**config.mk**
```make
export PLATFORM = sky130hd
export DESIGN_NAME = vc_arbiter_reader_flat
export DESIGN_NICKNAME = d
export VERILOG_FILES = /design/src/rtl/vc_arbiter_reader_if.sv /design/src/rtl/vc_arbiter_reader.sv /design/src/flat_wrapper.sv
export SDC_FILE = /design/constraint.sdc
export NUM_CORES = 1
export LEC_CHECK = 0
export CAP_MARGIN = 20
export CORE_MARGIN = 2
export CORE_UTILIZATION = 39
export DETAILED_ROUTE_END_ITERATION = 8
export PLACE_DENSITY = 0.85
export SLEW_MARGIN = 20
export SYNTH_ARGS = -nofsm -noshare
export SYNTH_HDL_FRONTEND = slang
export SYNTH_SLANG_ARGS = --single-unit
```
**constraint.sdc**
```tcl
create_clock -name clk -period 1.4 [get_ports clk]
set_input_delay 0.21 -clock clk [delete_from_list [all_inputs] [get_ports clk]]
set_output_delay 0.21 -clock clk [all_outputs]
set_load 0.1 [all_outputs]
```
**src/rtl/vc_arbiter_reader_if.sv**
```systemverilog
// Signal bundle between the VC FIFO pair, the arbiter/reader and the two
// destination FIFOs. The master modport is the arbiter side.
interface vc_arbiter_reader_if #(
  parameter int data_width = 6,
  parameter int cnt_width  = 8
) ();
  logic                  empty_vc0;
  logic                  empty_vc1;
  logic [data_width-1:0] data_vc0;
  logic [data_width-1:0] data_vc1;
  logic                  almost_full_d0;
  logic                  almost_full_d1;
  logic                  pop_vc0;
  logic                  pop_vc1;
  logic                  push_d0;
  logic                  push_d1;
  logic [data_width-1:0] data_d0;
  logic [data_width-1:0] data_d1;
  logic [cnt_width-1:0]  pkt_cnt_d0;
  logic [cnt_width-1:0]  pkt_cnt_d1;
  logic [1:0]            state;

  modport master (
    input  empty_vc0, empty_vc1, data_vc0, data_vc1,
    input  almost_full_d0, almost_full_d1,
    output pop_vc0, pop_vc1, push_d0, push_d1,
    output data_d0, data_d1, pkt_cnt_d0, pkt_cnt_d1, state
  );

  modport slave (
    output empty_vc0, empty_vc1, data_vc0, data_vc1,
    output almost_full_d0, almost_full_d1,
    input  pop_vc0, pop_vc1, push_d0, push_d1,
    input  data_d0, data_d1, pkt_cnt_d0, pkt_cnt_d1, state
  );
endinterface

```
**src/rtl/vc_arbiter_reader.sv**
```systemverilog
// Read-side arbiter for the VC0/VC1 FIFOs. VC0 has strict priority; each
// popped packet is routed to D0 or D1 by its top bit, two cycles after the pop.
//
//   state  | meaning
//   IDLE   | both VC FIFOs empty, nothing popped
//   ACTIVE | popping whenever no back-pressure and a VC is non-empty
//   STALL  | a destination is almost full, popping suspended
module vc_arbiter_reader #(
  parameter int data_width = 6,
  parameter int cnt_width  = 8
) (
  input logic                clk,
  input logic                reset,
  vc_arbiter_reader_if.master bus
);

  typedef enum logic [1:0] {
    IDLE   = 2'd0,
    ACTIVE = 2'd1,
    STALL  = 2'd2
  } state_t;

  state_t                state_q, state_d;
  logic                  bp;
  logic                  both_empty;
  logic                  pop0, pop1;
  logic                  inflight_v;
  logic                  inflight_src;   // 1: packet came from VC1
  logic [data_width-1:0] sel_data;
  logic                  push0_q, push1_q;
  logic [data_width-1:0] data0_q, data1_q;
  logic [cnt_width-1:0]  cnt0_q, cnt1_q;

  assign bp         = bus.almost_full_d0 | bus.almost_full_d1;
  assign both_empty = bus.empty_vc0 & bus.empty_vc1;
  assign sel_data   = inflight_src ? bus.data_vc1 : bus.data_vc0;

  // State register.
  always_ff @(posedge clk) begin
    if (!reset) state_q <= IDLE;
    else        state_q <= state_d;
  end

  // Next-state and pop decode; pops are held off while reset is asserted.
  always_comb begin
    state_d = state_q;
    pop0    = 1'b0;
    pop1    = 1'b0;
    case (state_q)
      IDLE: begin
        if (!both_empty) state_d = ACTIVE;
      end
      ACTIVE: begin
        pop0 = reset & ~bp & ~bus.empty_vc0;
        pop1 = reset & ~bp & bus.empty_vc0 & ~bus.empty_vc1;
        if (bp)              state_d = STALL;
        else if (both_empty) state_d = IDLE;
      end
      STALL: begin
        if (!bp) state_d = both_empty ? IDLE : ACTIVE;
      end
      default: state_d = IDLE;
    endcase
  end

  // Pop-to-push pipeline: remember the source for one cycle, then route the
  // returned packet by its destination bit and count it.
  always_ff @(posedge clk) begin
    if (!reset) begin
      inflight_v   <= 1'b0;
      inflight_src <= 1'b0;
      push0_q      <= 1'b0;
      push1_q      <= 1'b0;
      data0_q      <= '0;
      data1_q      <= '0;
      cnt0_q       <= '0;
      cnt1_q       <= '0;
    end else begin
      inflight_v   <= pop0 | pop1;
      inflight_src <= pop1;
      push0_q      <= 1'b0;
      push1_q      <= 1'b0;
      if (inflight_v) begin
        if (sel_data[data_width-1]) begin
          push1_q <= 1'b1;
          data1_q <= sel_data;
          cnt1_q  <= cnt1_q + 1'b1;
        end else begin
          push0_q <= 1'b1;
          data0_q <= sel_data;
          cnt0_q  <= cnt0_q + 1'b1;
        end
      end
    end
  end

  assign bus.pop_vc0    = pop0;
  assign bus.pop_vc1    = pop1;
  assign bus.push_d0    = push0_q;
  assign bus.push_d1    = push1_q;
  assign bus.data_d0    = data0_q;
  assign bus.data_d1    = data1_q;
  assign bus.pkt_cnt_d0 = cnt0_q;
  assign bus.pkt_cnt_d1 = cnt1_q;
  assign bus.state      = state_q;

endmodule
```
**src/flat_wrapper.sv**
```systemverilog
// flat-port wrapper written by rule: the top's interface ports become plain ports
module vc_arbiter_reader_flat 
#(
  parameter int data_width = 6,
  parameter int cnt_width  = 8
)
  (clk, reset, bus_empty_vc0, bus_empty_vc1, bus_data_vc0, bus_data_vc1, bus_almost_full_d0, bus_almost_full_d1, bus_pop_vc0, bus_pop_vc1, bus_push_d0, bus_push_d1, bus_data_d0, bus_data_d1, bus_pkt_cnt_d0, bus_pkt_cnt_d1, bus_state);
  vc_arbiter_reader_if #(.data_width(data_width), .cnt_width(cnt_width)) bus_i ();
  input logic clk;
  input logic reset;
  input wire logic [$bits(bus_i.empty_vc0)-1:0] bus_empty_vc0;
  input wire logic [$bits(bus_i.empty_vc1)-1:0] bus_empty_vc1;
  input wire logic [$bits(bus_i.data_vc0)-1:0] bus_data_vc0;
  input wire logic [$bits(bus_i.data_vc1)-1:0] bus_data_vc1;
  input wire logic [$bits(bus_i.almost_full_d0)-1:0] bus_almost_full_d0;
  input wire logic [$bits(bus_i.almost_full_d1)-1:0] bus_almost_full_d1;
  output wire logic [$bits(bus_i.pop_vc0)-1:0] bus_pop_vc0;
  output wire logic [$bits(bus_i.pop_vc1)-1:0] bus_pop_vc1;
  output wire logic [$bits(bus_i.push_d0)-1:0] bus_push_d0;
  output wire logic [$bits(bus_i.push_d1)-1:0] bus_push_d1;
  output wire logic [$bits(bus_i.data_d0)-1:0] bus_data_d0;
  output wire logic [$bits(bus_i.data_d1)-1:0] bus_data_d1;
  output wire logic [$bits(bus_i.pkt_cnt_d0)-1:0] bus_pkt_cnt_d0;
  output wire logic [$bits(bus_i.pkt_cnt_d1)-1:0] bus_pkt_cnt_d1;
  output wire logic [$bits(bus_i.state)-1:0] bus_state;
  assign bus_i.empty_vc0 = bus_empty_vc0;
  assign bus_i.empty_vc1 = bus_empty_vc1;
  assign bus_i.data_vc0 = bus_data_vc0;
  assign bus_i.data_vc1 = bus_data_vc1;
  assign bus_i.almost_full_d0 = bus_almost_full_d0;
  assign bus_i.almost_full_d1 = bus_almost_full_d1;
  assign bus_pop_vc0 = bus_i.pop_vc0;
  assign bus_pop_vc1 = bus_i.pop_vc1;
  assign bus_push_d0 = bus_i.push_d0;
  assign bus_push_d1 = bus_i.push_d1;
  assign bus_data_d0 = bus_i.data_d0;
  assign bus_data_d1 = bus_i.data_d1;
  assign bus_pkt_cnt_d0 = bus_i.pkt_cnt_d0;
  assign bus_pkt_cnt_d1 = bus_i.pkt_cnt_d1;
  assign bus_state = bus_i.state;
  vc_arbiter_reader #(.data_width(data_width), .cnt_width(cnt_width)) u_core (.clk(clk), .reset(reset), .bus(bus_i));
endmodule
```
==> flow_summary.json, run 1 <==
{
  "final_worst_path_period_need_ns": 1.68,
  "cts.hold.buffers_added": 0,
  "finalMaxSlewViolations": 0,
  "cts_max_path_bufs": 2,
  "violations": "setup timing",
  "full_die_area_sq_mm": 0.00420,
  "critical_path.reg2reg.endpoint": "u_core.bus.pkt_cnt_d0[2]$_SDFFE_PN0P_",
  "vias": 1510,
  "worst-r2r-cell-count": 4,
  "grt_setup_unrepaired": "true",
  "irDropWorstVdd_v": 0.000583,
  "cts-root-buf": "clkbuf_8",
  "drive_gt1_share_pct": 49.8,
  "post_synth_instance_area_sq_mm": 0.00144,
  "fp.coreArea_sq_mm": 0.00361,
  "post_detailed_route_count_of_antenna_violating_nets": 0,
  "finalHoldViolCount": 0,
  "clk-insertion-delay-late_ns": 0.29,
  "worst-endpoint-arrival_ns": 1.47,
  "worstPathRequired_ns": 1.19,
  "detail_route.iter0.violations": 56,
  "finalWeightedCongestion": 0.790,
  "floorplan.io_pins": 52,
  "grt_max_degree": 14,
  "grt.overflow.total": 0,
  "global_route_wire_length_before_repair_microns": 7020,
  "rows": 22,
  "count_of_endpoints_failing_setup_in_the_final_report": 6,
  "fmax_ghz": 0.594,
  "instances_no_fill": 279,
  "critical_path_class": "flip-flop to primary output",
  "tritoncts": "done",
  "min_path_cells": 4,
  "post-route-util_pct": 79.0,
  "fill_cells": 205,
  "min-delay-start": "bus_almost_full_d1",
  "dp.cells": 266,
  "yosys_register_bits": 33,
  "power-per-cell-area_mw_per_mm2": 699,
  "timing.critical_path.fanout_max": 2,
  "min_period_over_period_pct": 120,
  "dieHeight_microns": 64.8,
  "timing.setup.tns_ns": -0.735,
  "timing.hold.worst_endpoint": "u_core.bus.state[1]$_SDFFE_PN0P_",
  "synthToLayoutAreaGrowth_pct": 97.5,
  "synthesized_netlist_cell_count": 156,
  "cts_num_sinks": 33,
  "r2r-start": "u_core.inflight_src$_SDFF_PN0_",
  "dp_hpwl_microns": 3020,
  "num-nets-final": 250,
  "track_usage_pct": 21.7,
  "outcome": "finished, violations left",
  "maxCapViolCount": 0,
  "antenna_cells": 0,
  "die_width_microns": 64.8,
  "wire_per_inst_microns": 16.1,
  "via_per_inst": 5.41,
  "post-route-drc-count": 0,
  "clock_transition_at_the_registers_of_the_reported_paths_ns": 0.06,
  "cts_inserted_buffers": 5,
  "clock-skew-final_ns": 0.00652,
  "via_count_of_the_first_global_routing_pass": 1503,
  "timing.reg2reg.setup_slack_ns": -0.06,
  "ys_seq_area_share_pct": 45.8,
  "worstHoldPathType": "primary input to flip-flop",
  "detailedRoute.firstPassIterationCount": 4,
  "distinct_cell_type_count_of_the_synthesized_netlist": 33,
  "io_buffers": 50,
  "floorplan.initialDensity_pct": 40.0,
  "synth.net_count": 176,
  "worst_setup_path_end_kind": "primary output",
  "synth_warnings": 0,
  "clock_tree.htree_level_count": 2,
  "route.final.wire_length_microns": 4480,
  "grt_antenna_before_repair": 0,
  "p_leak_nw": 1.01,
  "fin_ws_ns": -0.284,
  "synth.avg_cell_area_sq_um": 9.25,
  "critPathLaunchType": "flip-flop"
}
[flip-flops by register name (all words and copies together), names as in the netlist]
register	flops
u_core.bus.data_d1	6
u_core.bus.state	2
u_core.bus.push_d1	1
u_core.bus.data_d0	5
u_core.inflight_v	1
u_core.bus.pkt_cnt_d0	8
u_core.bus.pkt_cnt_d1	8
u_core.bus.push_d0	1
u_core.inflight_src	1
[worst max-delay path by stage]
stage / slack (ns) / to / from
floorplan: -0.63 / bus_pop_vc1 / u_core.bus.state[0]$_SDFFE_PN0P_
global placement: -0.52 / bus_pop_vc1 / bus_almost_full_d1
detailed placement: -0.57 / bus_pop_vc1 / bus_almost_full_d1
CTS: -0.35 / bus_pop_vc1 / u_core.bus.state[0]$_SDFFE_PN0P_
global route: -0.32 / bus_pop_vc1 / u_core.bus.state[1]$_SDFFE_PN0P_
finish: -0.28 / bus_pop_vc1 / u_core.bus.state[1]$_SDFFE_PN0P_
[Yosys cell counts]
cell / instances / area, sq um
nor2_1: 3 / 11.3
o31ai_1: 7 / 52.6
buf_6: 2 / 22.5
ha_1: 2 / 25.0
inv_1: 3 / 11.3
mux2i_2: 1 / 13.8
nand4_1: 2 / 12.5
mux2_4: 1 / 15.0
nand3_1: 8 / 40.0
nor3b_1: 2 / 15.0
a211oi_1: 11 / 82.6
xor2_1: 1 / 8.76
or3_1: 4 / 25.0
nand2_1: 8 / 30.0
buf_2: 3 / 15.0
nor4b_1: 1 / 8.76
or4_1: 7 / 52.6
maj3_1: 1 / 10.0
nor3_1: 3 / 15.0
mux2i_1: 9 / 90.1
a21oi_1: 23 / 115
nand2b_1: 4 / 25.0
or2_2: 1 / 6.26
dfxtp_1: 33 / 661
clkbuf_1: 4 / 15.0
clkinv_1: 1 / 3.75
o21a_1: 1 / 7.51
nor4_1: 1 / 6.26
conb_1: 1 / 3.75
buf_4: 1 / 7.51
and3_1: 1 / 6.26
o21ai_0: 5 / 25.0
buf_1: 1 / 3.75
[critical path: stages (launching register included)]
cell and delay, ns:
dfxtp_4 0.34, or3_4 0.40, nor3b_4 0.24, buf_12 0.21
[final cells by class]
cell class              count  area [sq um]  area share, %
clock buffers               7          76.3           2.68
clock inverters             1          5.00          0.176
repair buffers             77          1070           37.7
well taps                  48          60.1           2.11
multi-input cells         109           896           31.4
inverters                   4          15.0          0.527
flip-flops and latches     33           723           25.4
[report_power, final]
| group | leakage, nW | total (mW) | internal (mW) | switching (mW) |
|---|---|---|---|---|
| clock | 0.0422 | 0.695 | 0.349 | 0.346 |
| sequential | 0.280 | 0.938 | 0.925 | 0.0132 |
| combinational | 0.684 | 0.358 | 0.158 | 0.199 |
| total | 1.01 | 1.99 | 1.43 | 0.559 |
[metal layers]
metal  GRT usage [%]  vias to the layer above  wire (microns)
li1                -                      732               -
met1            24.9                      716            1710
met2            37.4                       51            2430
met3            6.42                       11             248
met4            9.04                        0              93
met5               0                        -               0
[repair_timing]
| action | CTS | global route |
|---|---|---|
| gates resized for setup | 10 | 27 |
| buffers inserted | 2 | 2 |
| pin swaps | 11 | 8 |
| endpoints found under the setup margin | 16 | 25 |
| cloned | 0 | 1 |
[kinds of logic after synthesis]
group                      count (synthesis)  share of synthesized area, %
xor gates and xnor gates                   1                         0.607
other                                      1                         0.260
buffers and inverters                     15                          5.46
muxes                                     11                          8.24
and+or+nand+nor                           45                          17.6
adders and majority gates                  3                          2.43
DFF                                       33                          45.8
AOI/OAI and AO/OA                         47                          19.6
[stage by stage]
stage | area [sq um] | setup slack, ns | hold WS, ns | total power [mW]
finish | 2850 | -0.284 | 0.463 | 1.99
CTS | 2710 | -0.348 | 0.472 | 1.98
detailed placement | 2590 | -0.574 | 0.495 | 1.30
global route | 2850 | -0.322 | 0.481 | 2.07
floorplan | 1580 | -0.629 | 0.278 | 1.13
global placement | 2590 | -0.525 | 0.490 | 1.29
[layout by cell type (no fill, tap or decap), drive strengths merged, types with 2 or more instances in the layout]
master,Yosys,routed
buf,7,60
dfxtp,33,33
a21oi,23,23
clkdlybuf4s50,0,12
a211oi,11,11
mux2i,10,11
nand3,8,8
nand2,8,8
clkbuf,4,7
o31ai,7,7
or4,7,7
o21ai,5,5
nand2b,4,4
or3,4,4
inv,3,3
nor3,3,3
nor2,3,3
nand4,2,2
ha,2,2
dlymetal6s2s,0,2
clkdlybuf4s15,0,2
nor3b,2,2
clkinv,1,2
(Power assumes the default switching activity.)
==> inputs of run 2 (changes only) <==
--- a/config.mk
+++ b/config.mk
@@ -10,7 +10,7 @@
 export CORE_UTILIZATION = 39
 export DETAILED_ROUTE_END_ITERATION = 8
 export PLACE_DENSITY = 0.85
-export SLEW_MARGIN = 20
+export SLEW_MARGIN = 25
 export SYNTH_ARGS = -nofsm -noshare
 export SYNTH_HDL_FRONTEND = slang
 export SYNTH_SLANG_ARGS = --single-unit
==> results of run 2 <==
The final DEF is identical to that of run 1; final timing and power are the same.
